`src/rtl/fir_pkg.sv`:
```
// Shared constants, FSM encoding and Q15 limits for the time-multiplexed 32-tap FIR engine.
package fir_pkg;

  localparam int TAPS  = 32;
  localparam int AW    = 5;
  localparam int DW    = 16;
  localparam int CW    = 16;
  localparam int ACC_W = DW + CW + AW;

  typedef enum logic [1:0] {
    IDLE  = 2'd0,
    MAC   = 2'd1,
    DRAIN = 2'd2,
    OUT   = 2'd3
  } fir_state_t;

  localparam logic signed [DW-1:0]    Q15_MAX    = 16'sh7FFF;
  localparam logic signed [DW-1:0]    Q15_MIN    = 16'sh8000;
  localparam logic signed [ACC_W-1:0] SAT_HI     = ACC_W'(Q15_MAX);
  localparam logic signed [ACC_W-1:0] SAT_LO     = ACC_W'(Q15_MIN);
  localparam logic signed [ACC_W-1:0] ROUND_HALF = ACC_W'(16384);

endpackage

```
`src/rtl/fir_serial_mac_if.sv`:
```
// Sample/result/coefficient-ROM signal bundle for fir_serial_mac; slave is the filter, master its environment.
interface fir_serial_mac_if;
  import fir_pkg::*;

  logic                 din_valid;
  logic signed [DW-1:0] din;
  logic [AW-1:0]        coef_addr;
  logic signed [CW-1:0] coef_data;
  logic signed [DW-1:0] dout;
  logic                 dout_valid;
  logic                 busy;

  modport slave (
    input  din_valid, din, coef_data,
    output coef_addr, dout, dout_valid, busy
  );

  modport master (
    output din_valid, din, coef_data,
    input  coef_addr, dout, dout_valid, busy
  );

endinterface

```
`src/rtl/fir_sample_buf.sv`:
```
// Circular 32-entry sample history: wrapping write pointer, newest-first combinational tap read at (base-k).
module fir_sample_buf
  import fir_pkg::*;
(
  input  logic                 clk,
  input  logic                 rst,
  input  logic                 we,
  input  logic signed [DW-1:0] wdata,
  input  logic [AW-1:0]        k,
  output logic signed [DW-1:0] rdata
);

  logic signed [DW-1:0] mem [TAPS];
  logic [AW-1:0]        wp;
  logic [AW-1:0]        base;
  logic [AW-1:0]        rd_idx;

  always_ff @(posedge clk) begin
    if (rst) begin
      wp   <= '0;
      base <= '0;
      for (int i = 0; i < TAPS; i++) mem[i] <= '0;
    end else if (we) begin
      mem[wp] <= wdata;
      base    <= wp;
      wp      <= wp + AW'(1);
    end
  end

  // AW-bit subtraction wraps naturally, so older samples sit at base-1, base-2, ...
  assign rd_idx = base - k;
  assign rdata  = mem[rd_idx];

endmodule

```
`src/rtl/fir_serial_mac.sv`:
```
// Serial 32-tap FIR: one MAC per cycle over the sample history, then a Q15 shift and saturation.
// Build option FIR_ROUND_EN: round half up before the >>>15 instead of truncating toward -inf.
module fir_serial_mac
  import fir_pkg::*;
(
  input  logic            clk,
  input  logic            rst,
  fir_serial_mac_if.slave bus
);

  localparam int PW = DW + CW;

  fir_state_t              state_q, state_d;
  logic                    accept;
  logic [AW-1:0]           tap_k;
  logic signed [DW-1:0]    samp;
  logic signed [PW-1:0]    prod_p1;
  logic                    vld_p1;
  logic signed [ACC_W-1:0] acc_p2;
  logic signed [ACC_W-1:0] acc_sum;
  logic signed [DW-1:0]    dout_q;

  function automatic logic signed [ACC_W-1:0] q15_scale(input logic signed [ACC_W-1:0] a);
`ifdef FIR_ROUND_EN
    return (a + ROUND_HALF) >>> (CW - 1);
`else
    return a >>> (CW - 1);
`endif
  endfunction

  function automatic logic signed [DW-1:0] sat_q15(input logic signed [ACC_W-1:0] a);
    if (a > SAT_HI)      return Q15_MAX;
    else if (a < SAT_LO) return Q15_MIN;
    else                 return a[DW-1:0];
  endfunction

  fir_sample_buf u_buf (
    .clk   (clk),
    .rst   (rst),
    .we    (accept),
    .wdata (bus.din),
    .k     (tap_k),
    .rdata (samp)
  );

  always_ff @(posedge clk) begin
    if (rst) state_q <= IDLE;
    else     state_q <= state_d;
  end

  always_comb begin
    state_d = state_q;
    accept  = 1'b0;
    unique case (state_q)
      IDLE: begin
        if (bus.din_valid) begin
          accept  = 1'b1;
          state_d = MAC;
        end
      end
      MAC:     if (tap_k == AW'(TAPS - 1)) state_d = DRAIN;
      DRAIN:   state_d = OUT;
      OUT:     state_d = IDLE;
      default: state_d = IDLE;
    endcase
  end

  assign acc_sum = acc_p2 + ACC_W'(prod_p1);

  always_ff @(posedge clk) begin
    if (rst) begin
      tap_k   <= '0;
      prod_p1 <= '0;
      vld_p1  <= 1'b0;
      acc_p2  <= '0;
      dout_q  <= '0;
    end else begin
      // p0 -> p1: coefficient times delayed sample
      vld_p1 <= (state_q == MAC);
      if (accept)
        tap_k <= '0;
      else if (state_q == MAC && tap_k != AW'(TAPS - 1))
        tap_k <= tap_k + AW'(1);
      if (state_q == MAC)
        prod_p1 <= PW'(bus.coef_data) * PW'(samp);

      // p1 -> p2: accumulate; the DRAIN cycle folds in the last product and publishes the result
      if (accept)
        acc_p2 <= '0;
      else if (vld_p1)
        acc_p2 <= acc_sum;
      if (state_q == DRAIN)
        dout_q <= sat_q15(q15_scale(acc_sum));
    end
  end

  assign bus.coef_addr  = tap_k;
  assign bus.dout       = dout_q;
  assign bus.dout_valid = (state_q == OUT);
  assign bus.busy       = (state_q == MAC) || (state_q == DRAIN);

endmodule

```
`src/flat_wrapper.sv`:
```
// flat-port wrapper written by rule: the top's interface ports become plain ports
module fir_serial_mac_flat import fir_pkg::*;
  (clk, rst, bus_din_valid, bus_din, bus_coef_data, bus_coef_addr, bus_dout, bus_dout_valid, bus_busy);
  fir_serial_mac_if bus_i ();
  input  logic clk;
  input  logic rst;
  input wire logic [$bits(bus_i.din_valid)-1:0] bus_din_valid;
  input wire logic [$bits(bus_i.din)-1:0] bus_din;
  input wire logic [$bits(bus_i.coef_data)-1:0] bus_coef_data;
  output wire logic [$bits(bus_i.coef_addr)-1:0] bus_coef_addr;
  output wire logic [$bits(bus_i.dout)-1:0] bus_dout;
  output wire logic [$bits(bus_i.dout_valid)-1:0] bus_dout_valid;
  output wire logic [$bits(bus_i.busy)-1:0] bus_busy;
  assign bus_i.din_valid = bus_din_valid;
  assign bus_i.din = bus_din;
  assign bus_i.coef_data = bus_coef_data;
  assign bus_coef_addr = bus_i.coef_addr;
  assign bus_dout = bus_i.dout;
  assign bus_dout_valid = bus_i.dout_valid;
  assign bus_busy = bus_i.busy;
  fir_serial_mac u_core (.clk(clk), .rst(rst), .bus(bus_i));
endmodule
```
`config.mk`:
```
export PLATFORM = sky130hd
export DESIGN_NAME = fir_serial_mac_flat
export DESIGN_NICKNAME = d
export VERILOG_FILES = /design/src/rtl/fir_pkg.sv /design/src/rtl/fir_serial_mac_if.sv /design/src/rtl/fir_sample_buf.sv /design/src/rtl/fir_serial_mac.sv /design/src/flat_wrapper.sv
export SDC_FILE = /design/constraint.sdc
export NUM_CORES = 2
export LEC_CHECK = 0
export CAP_MARGIN = 30
export CORE_AREA = 10 10 316 348
export CTS_CLUSTER_SIZE = 24
export DETAILED_ROUTE_END_ITERATION = 10
export DIE_AREA = 0 0 326 358
export GPL_TIMING_DRIVEN = 0
export PLACE_DENSITY = 0.54
export SLEW_MARGIN = 10
export SYNTH_ARGS = -nofsm -noshare
export SYNTH_HDL_FRONTEND = slang
export SYNTH_SLANG_ARGS = --single-unit
```
`constraint.sdc`:
```
create_clock -name clk -period 10.6 [get_ports clk]
set_input_delay 1.59 -clock clk [delete_from_list [all_inputs] [get_ports clk]]
set_output_delay 1.59 -clock clk [all_outputs]
set_load 0.05 [all_outputs]
```
==> run metrics <==
First DRT Iteration DRCs 1924; Seq/Total Area, Yosys 43.9%; HP Class reg2reg; Tcrit/Tclk final 95.2%; highest clock rate 0.0991 GHz; Core ar. 102000 sq um; vias in the first global route 26700; relative slew slack 37.5%; CP Class reg2reg; WP data required 11.12 ns; first-pass GRT wire length 174000 um; hold path cells 2; ys async rst share 0%; crit path from u_core.bus.coef_addr[0]; Startpoint Class flip-flop; First-pass DRT Iterations 5; final wirelength 117000 um; Seq cells post-synth 615; Min-Delay Endpoint u_core.u_buf.base[0]; global placer's final weighted congestion 0.889; initial antenna violation count 4; vias per cell 5.24; Detail Route Antenna Nets 0; slowest stage cell, crit path mux4_2; status completed; Die Span Y 358 um; Detail Placement HPWL 88200 um; setup violators final 0; Initial Utilization 38.9%; Mapped Nets 3720; Gate Count Post-Synth 3288; Num CTS Buffers 72; crit path DAT 10.61 ns; Crit Reg-Reg Startpoint u_core.bus.coef_addr[0]; flop2flop setup slack 0.51 ns; Synth Flop Type edfxtp_1; min-delay src u_core.u_buf.base[0]; Fin Setup TNS 0 ns; Final min period 10.09 ns; number of synthesized flops with an enable pin 512; Critical Path Max Stage Delay 0.57 ns; Ports 58; R2R cell count 30; Synth cell types 92; RSZ-0062 raised after global routing no; FP Rows 123; area delta synth->final 13.4%; Sink Count 615; most frequent cells in the layout and2_1 (657), edfxtp_1 (512), inv_1 (297); GR Util All Layers 20.1%; Reg-to-Reg End u_core.prod_p1[29]; Synth Cell Area 39700 sq um; Clock Latency Late Sink 0.66 ns; cell taking the most area after synthesis edfxtp_1; Hold Vio Cnt, Final 0; # port buffers 57; largest net degree at the start of global routing 17; grt total ovfl 0; commonest non-fill, non-tap cell in the layout and2_1; post-synthesis area per instance 12.1 sq um; cell repeated most along the worst path fa_1; max_cap viols 0; Worst Max-Slew Pin Slew 0.938 ns; Die X 326 um; htree depth 3; Crit. End Element flip-flop; YS warnings 0; Clock Tree Buf Depth 3; clk_skew 0.0205 ns; die area 117000 sq um; layout cells sized above 1 12.7%; Remaining DRCs 0; post-CTS setup buffers 0; Worst-path clk slew 0.06 ns; Root Driver clkbuf_16; top post-synthesis cells by area edfxtp_1 (39%), fa_1 (13%), and2_1 (10%); final number of max-transition violations 0; CP max FO 10; Avg WL per Cell 23.9 um; vias 25600; Yosys top cell area share 38.7%; Post-layout nets 3888; CTS tree done
cell usage after synthesis, types with 15 or more instances:
library cell  instances
dfxtp_1             103
mux4_2              160
nand4_1              16
nor2_1              191
a21o_1               26
a211oi_1             15
xnor2_1              38
ha_1                132
buf_2                31
mux2i_1              36
nor3_1               23
clkbuf_1            152
nand3_1              24
mux2_2               16
inv_1               297
nand2_1             194
o21ai_0              71
a21oi_1              90
xor2_1               21
fa_1                265
and2_1              657
edfxtp_1            512
registers in the layout, summed over array words and instances (netlist names):
name,flops
u_core.bus.dout,16
u_core.acc_p2,37
u_core.u_buf.mem,512
u_core.prod_p1,32
u_core.u_buf.base,5
u_core.vld_p1,1
u_core.state_q,2
u_core.u_buf.wp,5
u_core.bus.coef_addr,5
metrics by stage:
step	hold WS, ns	utilization (%)	instances	setup slack, ns	cell area (sq um)
after floorplan	0.424	-	3288	2.05	39700
after global placement	0.445	41.1	4720	0.127	42000
after detailed placement	0.451	41.8	4757	0.107	42700
after CTS	0.459	44.1	4889	0.0598	45000
after global routing	0.482	44.1	4889	0.0458	45100
final	0.456	44.1	4892	0.507	45100
logic make-up (layout without fill, tap and decap cells):
logic type,Yosys count,after routing,synth area share [%]
buffers and inverters,506,732,5.05
and+or+nand+nor,1173,1173,16.0
muxes,213,213,10.5
xor gates and xnor gates,59,59,1.30
DFF,615,615,43.9
AOI/OAI and AO/OA,325,325,5.74
adders and majority gates,397,397,17.5
other,0,3,0
worst max-delay path: cells and delay by family (launching register included):
kind | cells | cell delay, ns
adders and majority gates | 9 | 3.98
buffers and inverters | 8 | 1.91
AOI/OAI and AO/OA | 7 | 1.67
muxes | 3 | 1.36
and+or+nand+nor | 3 | 0.61
DFF | 1 | 0.41
layout make-up:
| type | instances | area [sq um] |
|---|---|---|
| inverter | 298 | 1120 |
| tap | 1375 | 1720 |
| sequential | 615 | 17400 |
| fill | 9679 | 57100 |
| multi-input combinational | 2167 | 20400 |
| antenna | 3 | 7.51 |
| timing repair buffer | 94 | 1100 |
| buffer | 208 | 898 |
| clock inverter | 44 | 462 |
| clock buffer | 88 | 1900 |
worst max-delay path by stage:
| stage | end | slack, ns | cells past startpoint |
|---|---|---|---|
| after global placement | u_core.prod_p1[29] | 0.13 | 28 |
| final | u_core.prod_p1[29] | 0.51 | 30 |
| after CTS | u_core.prod_p1[29] | 0.06 | 28 |
| after floorplan | u_core.prod_p1[29] | 2.05 | 31 |
| after global routing | u_core.prod_p1[25] | 0.05 | 28 |
| after detailed placement | u_core.prod_p1[29] | 0.11 | 28 |
metal layers:
metal	up-vias	part of all wire, %	GRT usage (%)
li1	11600	-	-
met1	13100	40	24.8
met2	677	52	36.2
met3	190	4.1	2.14
met4	0	3.4	6.97
met5	-	0	0
what timing repair did:
item                                   4_1_cts  5_1_grt
endpoints found under the hold margin        0        0
setup endpoints to repair                    0        6
hold buffers                                 0        0
resized for setup                            0        8
Power is not shown: default switching activity piles up to over one toggle a cycle in this logic, so the estimate is an artifact.
